## config.mk

```make
export PLATFORM = sky130hd
export DESIGN_NAME = sbinit_multilane
export DESIGN_NICKNAME = d
export VERILOG_FILES = /design/src/rtl/SB_codex_pkg.sv /design/src/rtl/sb_pattern_lane_cnt.sv /design/src/rtl/sbinit_multilane.sv
export SDC_FILE = /design/constraint.sdc
export NUM_CORES = 1
export LEC_CHECK = 0
export ABC_AREA = 1
export CORE_ASPECT_RATIO = 0.7
export CORE_MARGIN = 5
export CORE_UTILIZATION = 50
export CTS_BUF_LIST = sky130_fd_sc_hd__clkbuf_16
export CTS_CLUSTER_SIZE = 24
export DETAILED_ROUTE_END_ITERATION = 6
export PLACE_DENSITY_LB_ADDON = 0.12
export SYNTH_ARGS = -nofsm -noshare
export SYNTH_HDL_FRONTEND = slang
export SYNTH_SLANG_ARGS = --single-unit
export TNS_END_PERCENT = 1
```

## constraint.sdc

```tcl
create_clock -name clk_100MHz -period 3.5 [get_ports clk_100MHz]
set_input_delay 0.875 -clock clk_100MHz [delete_from_list [all_inputs] [get_ports clk_100MHz]]
set_output_delay 0.875 -clock clk_100MHz [all_outputs]
set_load 0.1 [all_outputs]
```

## src/rtl/SB_codex_pkg.sv

```systemverilog
// Shared sideband message codes, SBINIT state encoding and sizing helpers.
package SB_codex_pkg;

  typedef enum logic [1:0] {
    SBINIT_OUT_OF_RESET = 2'd0,
    SBINIT_DONE_REQ     = 2'd1,
    SBINIT_DONE_RESP    = 2'd2,
    SBINIT_MSG_RSVD     = 2'd3
  } SB_msg_t;

  typedef enum logic [2:0] {
    IDLE      = 3'd0,
    PATTERN   = 3'd1,
    OOR       = 3'd2,
    DONE_XCHG = 3'd3,
    DONE      = 3'd4,
    FAIL      = 3'd5
  } sbinit_state_t;

  localparam int unsigned PATTERN_GAP_CYCLES = 128;

  function automatic int unsigned lane_idx_w(input int unsigned n);
    return (n > 1) ? $clog2(n) : 1;
  endfunction

endpackage

```

## src/rtl/sb_pattern_lane_cnt.sv

```systemverilog
// Per-lane saturating count of clock-pattern detections; the count is dropped
// when the next detection does not follow within PATTERN_GAP_CYCLES.
module sb_pattern_lane_cnt
  import SB_codex_pkg::*;
#(
  parameter int unsigned PATTERN_ITER = 2
) (
  input  logic clk_i,
  input  logic reset_i,
  input  logic active_i,
  input  logic det_i,
  output logic reached_o
);

  localparam int unsigned CW = $clog2(PATTERN_ITER + 1);
  localparam int unsigned GW = $clog2(PATTERN_GAP_CYCLES);

  logic [CW-1:0] cnt_q, cnt_d;
  logic [GW-1:0] gap_q, gap_d;

  always_comb begin
    cnt_d = cnt_q;
    gap_d = gap_q;
    if (!active_i) begin
      cnt_d = '0;
      gap_d = '0;
    end else if (det_i) begin
      gap_d = '0;
      if (cnt_q != CW'(PATTERN_ITER)) cnt_d = cnt_q + CW'(1);
      else                            cnt_d = cnt_q;
    end else if (cnt_q != '0) begin
      // last gap slot used up without a new detection: start over
      if (gap_q == GW'(PATTERN_GAP_CYCLES - 1)) begin
        cnt_d = '0;
        gap_d = '0;
      end else begin
        gap_d = gap_q + GW'(1);
      end
    end else begin
      gap_d = '0;
    end
  end

  always_ff @(posedge clk_i) begin
    if (reset_i) begin
      cnt_q <= '0;
      gap_q <= '0;
    end else begin
      cnt_q <= cnt_d;
      gap_q <= gap_d;
    end
  end

  assign reached_o = (cnt_q == CW'(PATTERN_ITER));

endmodule

```

## src/rtl/sbinit_multilane.sv

```systemverilog
// SBINIT sequencer over NUM_LANES redundant sideband lanes.
// Optional internal state timeout: define SBINIT_TIMEOUT_EN.
module sbinit_multilane
  import SB_codex_pkg::*;
#(
  parameter int unsigned NUM_LANES      = 2,
  parameter int unsigned PATTERN_ITER   = 2,
  parameter int unsigned TIMEOUT_CYCLES = 800000,
  localparam int unsigned LSW           = lane_idx_w(NUM_LANES)
) (
  input  logic                 clk_100MHz,
  input  logic                 reset,
  input  logic                 enable_i,
  output logic [NUM_LANES-1:0] pattern_tx_en_o,
  input  logic [NUM_LANES-1:0] pattern_det_i,
  output logic [LSW-1:0]       lane_sel_o,
  output SB_msg_t              SB_TX_msg_o,
  output logic                 SB_TX_msg_valid_o,
  input  logic                 SB_TX_msg_sendNextFlag_i,
  input  SB_msg_t              SB_RX_msg_i,
  input  logic                 SB_RX_msg_valid_i,
  output logic                 SB_RX_msg_req_o,
  output logic                 enable_SB_tx,
  output logic                 enable_SB_rx,
  output logic                 reset_state_timeout_counter_o,
  output logic                 SBINIT_done_o,
  output logic                 SBINIT_fail_o
);

  sbinit_state_t  state_q, state_d;
  logic [LSW-1:0] lane_sel_q, lane_sel_d, first_sel_s;
  SB_msg_t        tx_msg_q, tx_msg_d;
  logic           tx_valid_q, tx_valid_d;
  logic           oor_rcvd_q, oor_rcvd_d;
  logic           req_sent_q, req_sent_d, req_rcvd_q, req_rcvd_d;
  logic           resp_sent_q, resp_sent_d, resp_rcvd_q, resp_rcvd_d;
  logic           pulse_q, done_q;
  logic           accept_s, rx_req_s, rx_fire_s, timeout_s;
  logic [NUM_LANES-1:0] reached_s;

  for (genvar g = 0; g < NUM_LANES; g++) begin : g_lane
    sb_pattern_lane_cnt #(.PATTERN_ITER(PATTERN_ITER)) u_cnt (
      .clk_i     (clk_100MHz),
      .reset_i   (reset),
      .active_i  (state_q == PATTERN),
      .det_i     (pattern_det_i[g]),
      .reached_o (reached_s[g])
    );
  end

`ifdef SBINIT_TIMEOUT_EN
  localparam int unsigned TW = $clog2(TIMEOUT_CYCLES + 1);
  logic [TW-1:0] to_cnt_q;
  logic          fail_q;

  always_ff @(posedge clk_100MHz) begin
    if (reset)                                 to_cnt_q <= '0;
    else if (state_d != state_q)               to_cnt_q <= '0;
    else if (to_cnt_q != TW'(TIMEOUT_CYCLES))  to_cnt_q <= to_cnt_q + TW'(1);
    else                                       to_cnt_q <= to_cnt_q;
  end

  always_ff @(posedge clk_100MHz) begin
    if (reset) fail_q <= 1'b0;
    else       fail_q <= (state_d == FAIL);
  end

  assign timeout_s = (to_cnt_q == TW'(TIMEOUT_CYCLES - 1)) &&
                     (state_q inside {PATTERN, OOR, DONE_XCHG});
  assign SBINIT_fail_o = fail_q;
`else
  assign timeout_s     = 1'b0;
  assign SBINIT_fail_o = 1'b0;
`endif

  assign accept_s  = tx_valid_q && SB_TX_msg_sendNextFlag_i;
  assign rx_req_s  = (state_q == OOR) || (state_q == DONE_XCHG);
  assign rx_fire_s = SB_RX_msg_valid_i && rx_req_s;

  always_comb begin
    first_sel_s = '0;
    for (int i = int'(NUM_LANES) - 1; i >= 0; i--) begin
      if (reached_s[i]) first_sel_s = LSW'(i);
      else              first_sel_s = first_sel_s;
    end
  end

  always_comb begin
    state_d     = state_q;
    lane_sel_d  = lane_sel_q;
    tx_msg_d    = tx_msg_q;
    tx_valid_d  = tx_valid_q;
    oor_rcvd_d  = oor_rcvd_q;
    req_sent_d  = req_sent_q;
    req_rcvd_d  = req_rcvd_q;
    resp_sent_d = resp_sent_q;
    resp_rcvd_d = resp_rcvd_q;
    if (!enable_i) begin
      state_d     = IDLE;
      lane_sel_d  = '0;
      tx_msg_d    = SBINIT_OUT_OF_RESET;
      tx_valid_d  = 1'b0;
      oor_rcvd_d  = 1'b0;
      req_sent_d  = 1'b0;
      req_rcvd_d  = 1'b0;
      resp_sent_d = 1'b0;
      resp_rcvd_d = 1'b0;
    end else if (timeout_s) begin
      state_d    = FAIL;
      tx_valid_d = 1'b0;
    end else begin
      case (state_q)
        IDLE: state_d = PATTERN;
        PATTERN: begin
          if (|reached_s) begin
            lane_sel_d = first_sel_s;
            state_d    = OOR;
          end else begin
            state_d = PATTERN;
          end
        end
        OOR: begin
          // a fast partner may already be asking for DONE; keep it for later
          if (rx_fire_s && SB_RX_msg_i == SBINIT_OUT_OF_RESET) oor_rcvd_d = 1'b1;
          else if (rx_fire_s && SB_RX_msg_i == SBINIT_DONE_REQ) req_rcvd_d = 1'b1;
          else oor_rcvd_d = oor_rcvd_q;
          if (accept_s) begin
            tx_valid_d = 1'b0;
          end else begin
            tx_msg_d   = SBINIT_OUT_OF_RESET;
            tx_valid_d = 1'b1;
          end
          if (oor_rcvd_d && accept_s) state_d = DONE_XCHG;
          else                        state_d = OOR;
        end
        DONE_XCHG: begin
          if (rx_fire_s && SB_RX_msg_i == SBINIT_DONE_REQ) req_rcvd_d = 1'b1;
          else if (rx_fire_s && SB_RX_msg_i == SBINIT_DONE_RESP) resp_rcvd_d = 1'b1;
          else req_rcvd_d = req_rcvd_q;
          if (accept_s) begin
            if (tx_msg_q == SBINIT_DONE_RESP)     resp_sent_d = 1'b1;
            else if (tx_msg_q == SBINIT_DONE_REQ) req_sent_d  = 1'b1;
            else                                  req_sent_d  = req_sent_q;
            tx_valid_d = 1'b0;
          end else if (!tx_valid_q) begin
            if (req_rcvd_d && !resp_sent_q) begin
              tx_msg_d   = SBINIT_DONE_RESP;
              tx_valid_d = 1'b1;
            end else if (!req_sent_q) begin
              tx_msg_d   = SBINIT_DONE_REQ;
              tx_valid_d = 1'b1;
            end else begin
              tx_valid_d = 1'b0;
            end
          end else begin
            tx_valid_d = tx_valid_q;
          end
          if (req_sent_q && req_rcvd_q && resp_sent_q && resp_rcvd_q) state_d = DONE;
          else                                                         state_d = DONE_XCHG;
        end
        DONE: begin
          tx_valid_d = 1'b0;
          state_d    = DONE;
        end
        FAIL: begin
          tx_valid_d = 1'b0;
          state_d    = FAIL;
        end
        default: begin
          tx_valid_d = 1'b0;
          state_d    = IDLE;
        end
      endcase
    end
  end

  always_ff @(posedge clk_100MHz) begin
    if (reset) begin
      state_q     <= IDLE;
      lane_sel_q  <= '0;
      tx_msg_q    <= SBINIT_OUT_OF_RESET;
      tx_valid_q  <= 1'b0;
      oor_rcvd_q  <= 1'b0;
      req_sent_q  <= 1'b0;
      req_rcvd_q  <= 1'b0;
      resp_sent_q <= 1'b0;
      resp_rcvd_q <= 1'b0;
      pulse_q     <= 1'b0;
      done_q      <= 1'b0;
    end else begin
      state_q     <= state_d;
      lane_sel_q  <= lane_sel_d;
      tx_msg_q    <= tx_msg_d;
      tx_valid_q  <= tx_valid_d;
      oor_rcvd_q  <= oor_rcvd_d;
      req_sent_q  <= req_sent_d;
      req_rcvd_q  <= req_rcvd_d;
      resp_sent_q <= resp_sent_d;
      resp_rcvd_q <= resp_rcvd_d;
      pulse_q     <= (state_d != state_q);
      done_q      <= (state_d == DONE);
    end
  end

  assign pattern_tx_en_o               = {NUM_LANES{state_q == PATTERN}};
  assign enable_SB_tx                  = state_q inside {PATTERN, OOR, DONE_XCHG};
  assign enable_SB_rx                  = state_q inside {PATTERN, OOR, DONE_XCHG};
  assign SB_RX_msg_req_o               = rx_req_s;
  assign lane_sel_o                    = lane_sel_q;
  assign SB_TX_msg_o                   = tx_msg_q;
  assign SB_TX_msg_valid_o             = tx_valid_q;
  assign reset_state_timeout_counter_o = pulse_q;
  assign SBINIT_done_o                 = done_q;

endmodule
```

==> impl_metrics.json <==
{
  "comb_power_share": 0.075,
  "switching_share": 0.222,
  "grt_pass1_vias": 1170,
  "cts_tree": "yes",
  "dpl_worst_slack_ps": 1280,
  "antenna_found_initial": 0,
  "cap_violations": 0,
  "yosys_warnings": 0,
  "syn_area_per_cell_um2": 7.25,
  "ys_ff_latch": 32,
  "crit_family": "flip-flops",
  "status": "complete, no violations",
  "yosysTopAreaCell": "dfxtp_1",
  "seq_power_share": 0.400,
  "pin_count": 21,
  "rows": 17,
  "rsz0062_at_grt": "no",
  "skew_ps": 8.62,
  "cts-resized-gates": 0,
  "clock_sinks": 32,
  "fin_crit_ps": 2330,
  "cts_hold_buf": 0,
  "grt_usage": 0.147,
  "p_per_area_mw_per_mm2": 474,
  "hp-class": "reg2reg",
  "p_switching_w": 0.000205,
  "cts.htree.levels": 2,
  "rr_worst_depth": 11,
  "coreArea_mm2": 0.00313,
  "grt_max_degree": 12,
  "die_w_um": 78.1,
  "vias": 1333,
  "fin_ws_ps": 1170,
  "via_per_inst": 4.71,
  "cp_num_cells": 3,
  "ir_worst_vdd_v": 0.000459,
  "end_kind": "primary output",
  "yosysUniqueCellTypes": 32,
  "clk_latency_ps": 280,
  "synth.area.top_cells": "dfxtp_1 (39%), nand2_1 (11%), nor2_1 (9.5%)",
  "ant_nets": 0,
  "wl_per_cell_um": 10.5,
  "postLayoutCoreUtil": 0.625,
  "finalCritPeriodShare": 0.665,
  "drcViolationCount": 0,
  "wirelength_mm": 2.98,
  "path_class": "reg2out",
  "overflow": 0,
  "cts.path.max_buffers": 2,
  "worstPathMaxFanout": 8,
  "clkSlewWorstSetupHoldPaths_ps": 50,
  "syn_area_mm2": 0.00162,
  "fmax_ghz": 0.430,
  "start_kind": "flip-flop",
  "globalplace.congestion": 0.784,
  "syn-num-nets": 239,
  "reg2reg_setup_slack_ps": 1970,
  "slew_viol_final": 0,
  "hold_viol": 0,
  "port_buffers": 19,
  "power.internal_w": 0.000720,
  "yosys.area.top_type_share": 0.394,
  "cp_cell_sequence": "inv_1, a21oi_1, buf_4",
  "start_util": 0.519,
  "yosysSeqAreaShare": 0.394,
  "critPathCapture": "enable_SB_rx",
  "first_pass_iters": 4,
  "cts_inserted_buffers": 5,
  "clkPwrFrac": 0.525,
  "slowest_delay_ps": 520,
  "final_nets": 259,
  "dp_hpwl_mm": 2.25,
  "cp.buffers_inverters": 2,
  "cp.arrival_ps": 1450,
  "cp_slowest_cell": "dfxtp_1",
  "drt_iter0_markers": 70,
  "tns_ps": 0,
  "setup_viol": 0,
  "nFillCells": 284,
  "die_y_um": 57.7,
  "area_growth_syn_to_layout_pct": 20.3,
  "crit_required_ps": 2620,
  "diodes": 0,
  "reg2reg_to": "reset_state_timeout_counter_o$_SDFF_PP0_",
  "cts_setup_buffers": 0,
  "syn_inst": 224,
  "fp.dieArea_mm2": 0.00451,
  "grt_first_pass_wirelength_mm": 5.21,
  "cts-root-buf": "clkbuf_16",
  "power.leakage_nw": 0.835,
  "crit_start": "state_q[1]$_SDFF_PP0_",
  "drive_gt1_frac": 0.151,
  "r2r-start": "state_q[0]$_SDFF_PP0_"
}
-- cells in the mapped netlist --
master / instances
nand4_2: 1
nor3_1: 1
nand2_1: 47
nor3_2: 1
o211ai_4: 1
nand3_1: 12
ha_1: 6
nor2_4: 1
nor2_1: 41
conb_1: 1
nand3_2: 4
nor2_2: 4
xor2_1: 5
o22ai_1: 1
a21boi_1: 1
and2_1: 2
and3_1: 1
dfxtp_1: 32
inv_2: 1
a21oi_1: 10
o21ai_2: 1
inv_4: 1
xnor2_1: 2
nand2_4: 1
nor4_1: 1
buf_4: 5
nand2_2: 2
inv_1: 31
o21ai_0: 3
buf_6: 1
o21ai_1: 2
nand4_1: 1
-- flip-flops by register name, indices dropped and copies added (netlist names) --
signal and count:
lane_sel_o 1, state_q 3, reset_state_timeout_counter_o 1, g_lane.u_cnt.gap_q 14, resp_rcvd_q 1, req_rcvd_q 1
g_lane.u_cnt.cnt_q 4, SB_TX_msg_o 2, SBINIT_done_o 1, SB_TX_msg_valid_o 1, req_sent_q 1, resp_sent_q 1
oor_rcvd_q 1
-- routing by layer --
metal	vias to the layer above	track usage	share of wire
li1	731	-	-
met1	563	0.217	0.55
met2	34	0.191	0.36
met3	5	0.0528	0.071
met4	0	0.0578	0.014
met5	-	0	0
-- layout by cell type, fill, tap and decap left out, types with 4 or more instances in the layout --
cell type        instances
nand2_1                 47
clkdlybuf4s50_1          8
a21oi_1                 10
nand3_2                  4
inv_1                   31
xor2_1                   5
nand3_1                 12
nor2_2                   4
clkbuf_16                5
nor2_1                  41
dfxtp_1                 32
buf_4                   11
ha_1                     6
-- power groups by stage --
stage	combinational [W]	sequential, W	clock [W]
after global placement	0.0000695	0.000378	0
after CTS	0.0000695	0.000370	0.000497
after floorplan	0.0000481	0.000383	0
after global routing	0.0000744	0.000370	0.000521
final	0.0000695	0.000370	0.000486
after detailed placement	0.0000692	0.000378	0
-- cell families (layout without fill, tap and decap cells) --
kind of cell,count (synthesis),in the layout,synth area share
adder cells (fa/ha/maj),6,6,0.0462
other,1,1,0.00231
XOR/XNOR,7,7,0.0378
AND/OR/NAND/NOR,120,120,0.338
buffers and inverters,39,60,0.108
AO/OA/AOI/OAI,19,19,0.0732
flip-flops,32,32,0.394
-- through the flow --
step                hold WS [ps]  cell area (um^2)  total power [W]  cells
detailed placement           420              1790         0.000447    275
global route                 450              1950         0.000965    283
floorplan                    407              1620         0.000431    224
finish                       424              1950         0.000925    283
global placement             418              1790         0.000447    275
CTS                          426              1950         0.000936    283
-- area by class of cell --
class,count,area [um^2],area share
multi-input combinational,153,808,0.414
sequential,32,641,0.328
timing repair buffer,19,163,0.0833
inverter,33,126,0.0647
clock buffer,5,125,0.0641
tap,38,47.5,0.0243
clock inverter,3,42.5,0.0218
-- how the worst min path moves through the flow --
| stage | from | endpoint | slack [ps] | cells past startpoint |
|---|---|---|---|---|
| after global placement | g_lane[1].u_cnt.cnt_q[0]$_SDFFE_PP0P_ | g_lane[1].u_cnt.cnt_q[0]$_SDFFE_PP0P_ | 420 | 1 |
| after CTS | g_lane[1].u_cnt.cnt_q[0]$_SDFFE_PP0P_ | g_lane[1].u_cnt.cnt_q[0]$_SDFFE_PP0P_ | 430 | 1 |
| after detailed placement | g_lane[1].u_cnt.cnt_q[0]$_SDFFE_PP0P_ | g_lane[1].u_cnt.cnt_q[0]$_SDFFE_PP0P_ | 420 | 1 |
| after global routing | g_lane[1].u_cnt.cnt_q[0]$_SDFFE_PP0P_ | g_lane[1].u_cnt.cnt_q[0]$_SDFFE_PP0P_ | 450 | 1 |
| after floorplan | g_lane[1].u_cnt.cnt_q[0]$_SDFFE_PP0P_ | g_lane[1].u_cnt.cnt_q[0]$_SDFFE_PP0P_ | 410 | 1 |
| final | g_lane[1].u_cnt.cnt_q[0]$_SDFFE_PP0P_ | g_lane[1].u_cnt.cnt_q[0]$_SDFFE_PP0P_ | 420 | 1 |
Power figures use the tool's default switching activity.
